==> src/rtl/vending_machine_ctrl.sv <==
// Coin-accepting soda vending controller with a one-hot credit register and
// registered vend/change pulses. Define VM_STATE_OUT_EN to expose the credit register as state_o.
module vending_machine_ctrl #(
    parameter int PRICE_NICKELS = 4
) (
    input  logic       clk_i,
    input  logic       rst_i,
    input  logic       nickle_i,
    input  logic       dime_i,
    input  logic       quarter_i,
    output logic       soda_o,
    output logic [2:0] change_o
`ifdef VM_STATE_OUT_EN
    ,
    output logic [7:0] state_o
`endif
);

    localparam logic [3:0] PRICE = 4'(PRICE_NICKELS);

    typedef enum logic [7:0] {
        CREDIT_0 = 8'h01,
        CREDIT_1 = 8'h02,
        CREDIT_2 = 8'h04,
        CREDIT_3 = 8'h08,
        CREDIT_4 = 8'h10,
        CREDIT_5 = 8'h20,
        CREDIT_6 = 8'h40,
        CREDIT_7 = 8'h80
    } credit_e;

    credit_e    credit_q, credit_d;
    logic       soda_q, soda_d;
    logic [2:0] change_q, change_d;

    logic [3:0] credit_n;
    logic [3:0] coin_value;
    logic       coin_legal;
    logic [3:0] sum;

    function automatic credit_e encode_credit(input logic [3:0] n);
        case (n)
            4'd1:    return CREDIT_1;
            4'd2:    return CREDIT_2;
            4'd3:    return CREDIT_3;
            4'd4:    return CREDIT_4;
            4'd5:    return CREDIT_5;
            4'd6:    return CREDIT_6;
            4'd7:    return CREDIT_7;
            default: return CREDIT_0;
        endcase
    endfunction

    // NOTE: every signal gets a default before any branch so no latch is inferred.
    always_comb begin
        credit_n   = 4'd0;
        coin_value = 4'd0;
        coin_legal = 1'b0;
        credit_d   = credit_q;
        soda_d     = 1'b0;
        change_d   = 3'd0;

        case (credit_q)
            CREDIT_1: credit_n = 4'd1;
            CREDIT_2: credit_n = 4'd2;
            CREDIT_3: credit_n = 4'd3;
            CREDIT_4: credit_n = 4'd4;
            CREDIT_5: credit_n = 4'd5;
            CREDIT_6: credit_n = 4'd6;
            CREDIT_7: credit_n = 4'd7;
            default:  credit_n = 4'd0;
        endcase

        // Simultaneous coins are treated as a jammed acceptor and dropped.
        case ({quarter_i, dime_i, nickle_i})
            3'b001: begin coin_value = 4'd1; coin_legal = 1'b1; end
            3'b010: begin coin_value = 4'd2; coin_legal = 1'b1; end
            3'b100: begin coin_value = 4'd5; coin_legal = 1'b1; end
            default: begin coin_value = 4'd0; coin_legal = 1'b0; end
        endcase

        sum = credit_n + coin_value;

        if (coin_legal) begin
            if (sum >= PRICE) begin
                credit_d = CREDIT_0;
                soda_d   = 1'b1;
                change_d = 3'(sum - PRICE);
            end else begin
                credit_d = encode_credit(sum);
            end
        end
    end

    // NOTE: sequential state uses non-blocking assignments so all flops update together.
    always_ff @(posedge clk_i or posedge rst_i) begin
        if (rst_i) begin
            credit_q <= CREDIT_0;
            soda_q   <= 1'b0;
            change_q <= 3'd0;
        end else begin
            credit_q <= credit_d;
            soda_q   <= soda_d;
            change_q <= change_d;
        end
    end

    assign soda_o   = soda_q;
    assign change_o = change_q;
`ifdef VM_STATE_OUT_EN
    assign state_o  = credit_q;
`endif

endmodule

==> config.mk <==
export PLATFORM = sky130hd
export DESIGN_NAME = vending_machine_ctrl
export DESIGN_NICKNAME = d
export VERILOG_FILES = /design/src/rtl/vending_machine_ctrl.sv
export SDC_FILE = /design/constraint.sdc
export NUM_CORES = 1
export LEC_CHECK = 0
export ABC_AREA = 1
export BUFFER_PORTS_ARGS = -buffer_cell sky130_fd_sc_hd__buf_2
export CAP_MARGIN = 20
export CORE_UTILIZATION = 59
export CTS_CLUSTER_SIZE = 12
export DETAILED_ROUTE_END_ITERATION = 12
export GPL_ROUTABILITY_DRIVEN = 1
export GPL_TIMING_DRIVEN = 1
export PLACE_DENSITY = 0.91
export SLEW_MARGIN = 40
export SYNTH_ARGS = -nofsm -noshare
export SYNTH_HDL_FRONTEND = slang
export SYNTH_SLANG_ARGS = --single-unit
==> constraint.sdc <==
create_clock -name clk_i -period 5.17 [get_ports clk_i]
set_clock_uncertainty 0.2 [all_clocks]
set_input_delay 1.034 -clock clk_i [delete_from_list [all_inputs] [get_ports clk_i]]
set_output_delay 1.034 -clock clk_i [all_outputs]
set_load 0.03 [all_outputs]
==> results by group <==
Clock tree
  – Clock-pin slew of the registers on the worst-case setup and hold paths: 80 ps
  – CTS tree: yes
  – Number of hold buffers added after cts: 0
  – Clock root cell: clkbuf_4
  – Level count of the clock H-tree: 1
  – CTS resizes: 0
  – Clk sinks: 12
  – Clock latency at the later pin of the worst-skew pair: 260 ps
  – Number of buffers on the longest clock path: 2
  – CTS buffer count: 3
  – Post-CTS Setup Repair Bufs: 0

Worst hold path
  – Count of cells along the worst hold path: 2
  – Worst hold path startpoint: credit_q[0]
  – Path category of the worst min-delay check: flop to flop
  – Sink of the worst hold path: credit_q[0]

Synth
  – Synthesized area divided by synthesized cell count: 7.47 um^2
  – Register bit count reported by yosys: 12
  – Number of distinct library cell variants in the gate-level netlist after synthesis: 20
  – Number of enable flip-flop cells after synthesis: 0
  – Sequential share of the synthesized area: 0.384
  – Async set or reset register ratio after synthesis: 1.00
  – Area fraction of the dominant cell type after synthesis: 0.351
  – Cell Area, Synth: 785 um^2
  – Top FF cell, synth: dfrtp_1
  – Synth Net Count: 114
  – Cell type with the largest total area after synthesis: dfrtp_1
  – Instance count of the mapped netlist: 105
  – YS warnings: 0
  – Most area-consuming cells after synthesis: dfrtp_1 (35%), nand2_1 (12%), inv_1 (8.6%), nor2_1 (8.1%), nand3_1 (5.1%)

Layout
  – Antenna diode count: 0
  – Area grow syn2layout: 12.0%
  – Number of nets in the layout: 127
  – Final core area utilization: 0.750
  – Layout cells sized above 1: 0.231

Timing
  – Number of hold violations in the final report: 0
  – Worst slew margin relative to its limit: 0.691
  – Setup repair after global routing missed its margin: false
  – Clock period minus final worst setup slack: 2830 ps
  – Setup violators final: 0
  – Max frequency: 0.354 GHz
  – Setup TNS: 0 ps
  – Final Max Tran Viols: 0
  – Actual slew at the worst max-slew pin: 462 ps
  – Period utilization: 0.546

Route
  – Routed wire length per instance: 13.4 um
  – Total detailed-routing wirelength: 1760 um
  – Pre-Repair DR Iteration Count: 4
  – Initial drt markers: 15
  – DR vias: 715
  – Number of routed nets with antenna violations: 0
  – # DRC: 0
  – Via count normalized by instance count: 5.46

Critical path
  – Slowest stage cell, crit path: fa_1
  – Crit-path cells: buf_2 > inv_1 > nand3_2 > nand2_2 > ha_1 > inv_1 > fa_1 > nand2_1 > nand2_1 > a21oi_1 > nand3_1 > nand2_1
  – Crit path launch type: input pin
  – Logic depth of the worst path, buffers included: 12
  – Dominant cell type by count on the critical path: nand2_1
  – Worst R2R End: credit_q[2]
  – Largest driver fanout on the critical path: 3
  – Setup crit end kind: flop
  – Crit Reg-Reg Startpoint: credit_q[4]
  – Slowest Stage Delay on Critical Path: 390 ps
  – Cell class contributing the biggest share of worst-path delay: simple AND/OR/NAND/NOR gates
  – Register-to-Register Setup Slack: 2590 ps
  – Number of buffer and inverter instances along the worst setup path: 3
  – Number of cells on the worst reg-to-reg path: 12
  – CP required: 5170 ps
  – Data arrival time of the critical path: 2820 ps
  – Critical path class: input pin to flop

Pwr
  – Total power divided by cell area: 371 mW/mm^2
  – Static Leak: 0.521 nW
  – Peak ir drop on the vdd network: 0.326 mV

Floorplan
  – Area of the core region: 0.00117 mm^2
  – Die span in y: 38.5 um
  – Placement Rows: 12
  – I/O pin total: 9
  – Width of the chip: 38.5 um
  – Die footprint: 0.00148 mm^2
  – Initial core utilization: 0.670

Outcome
  – Run status: complete, no violations

Global routing
  – Initial antenna violation count: 0
  – Global-route wire length before repair: 2660 um
  – Overall routing resource usage: 0.275
  – Largest net degree at the start of global routing: 13
  – Number of global-route vias before repair: 646
  – Remaining Overflow, GRT: 0

Flow run
  – Max cap viols: 0

Placed design
  – HPWL after detailed placement: 1320 um
  – Number of port buffers: 8
  – Routability-driven placement congestion ratio: 0.769
[layer usage]
metal / vias up / routed length, um / track usage
met5: - / 0 / 0
met4: 0 / 69 / 0.121
met3: 10 / 63 / 0.0698
met2: 20 / 896 / 0.504
met1: 338 / 726 / 0.292
li1: 347 / - / -
[Yosys cell counts (2+ instances only)]
master and number:
a21oi_1 2, dfrtp_1 11, ha_1 3, inv_1 18, nand2_1 25, nand2_2 3
nand3_1 8, nand3_2 3, nand3b_1 2, nor2_1 17, nor2_2 3, nor3_1 2
[metrics by stage]
stage / hold slack, ps / area, um^2 / setup slack (ps) / cells / power [mW]
6_report: 302 / 878 / 2340 / 131 / 0.326
5_1_grt: 309 / 878 / 2230 / 131 / 0.347
4_1_cts: 300 / 878 / 2350 / 131 / 0.325
3_5_place_dp: 286 / 842 / 2140 / 127 / 0.251
3_3_place_gp: 272 / 842 / 2270 / 127 / 0.241
2_1_floorplan: 257 / 785 / 2530 / 105 / 0.223
[cell families (layout without fill, tap and decap cells)]
logic type / after synthesis / after routing / share of synthesized area
AND/OR/NAND/NOR: 66 / 66 / 0.418
AO/OA/AOI/OAI: 4 / 4 / 0.0335
adder cells (fa/ha/maj): 4 / 4 / 0.0734
flip-flops: 12 / 12 / 0.384
buffers and inverters: 19 / 31 / 0.0909
[layout make-up]
type                            instances  area [um^2]
Multi-Input combinational cell         74          412
Sequential cell                        12          302
Fill cell                              90          293
Inverter                               19         71.3
Timing Repair Buffer                    8         40.0
Clock buffer                            4         36.3
Tap cell                               14         17.5
[worst min-delay path, cell delays in order (launching register included)]
cell and delay, ps:
dfstp_2 390, nand2_1 70, nand2_1 50
[cells in the final DEF, fill, tap and decap left out, types with 2 or more instances in the layout]
master | Yosys | layout
dfrtp_1 | 11 | 11
nand2_1 | 25 | 25
nor2_2 | 3 | 3
ha_1 | 3 | 3
inv_1 | 18 | 18
clkbuf_4 | 0 | 3
nand3_1 | 8 | 8
a21oi_1 | 2 | 2
nor2_1 | 17 | 17
buf_2 | 0 | 8
nand3_2 | 3 | 3
nand3b_1 | 2 | 2
nor3_1 | 2 | 2
nand2_2 | 3 | 3
[how the worst max path moves through the flow]
stage,from,end,slack [ps]
final,dime_i,credit_q[2],2340
after global routing,dime_i,credit_q[3],2230
after CTS,dime_i,credit_q[3],2350
after detailed placement,dime_i,credit_q[1],2140
after global placement,dime_i,credit_q[3],2270
after floorplan,dime_i,credit_q[1],2530
[sequential cells by signal (all words and copies together), names as in the netlist]
register  cells
credit_q      8
soda_o        1
change_o      3
[power breakdown]
| group | switching (mW) | total (mW) | internal [mW] |
|---|---|---|---|
| logic | 0.0817 | 0.129 | 0.0474 |
| registers | 0.0134 | 0.124 | 0.111 |
| clock network | 0.0298 | 0.0725 | 0.0427 |
| total | 0.125 | 0.326 | 0.201 |
(Power assumes the default switching activity.)
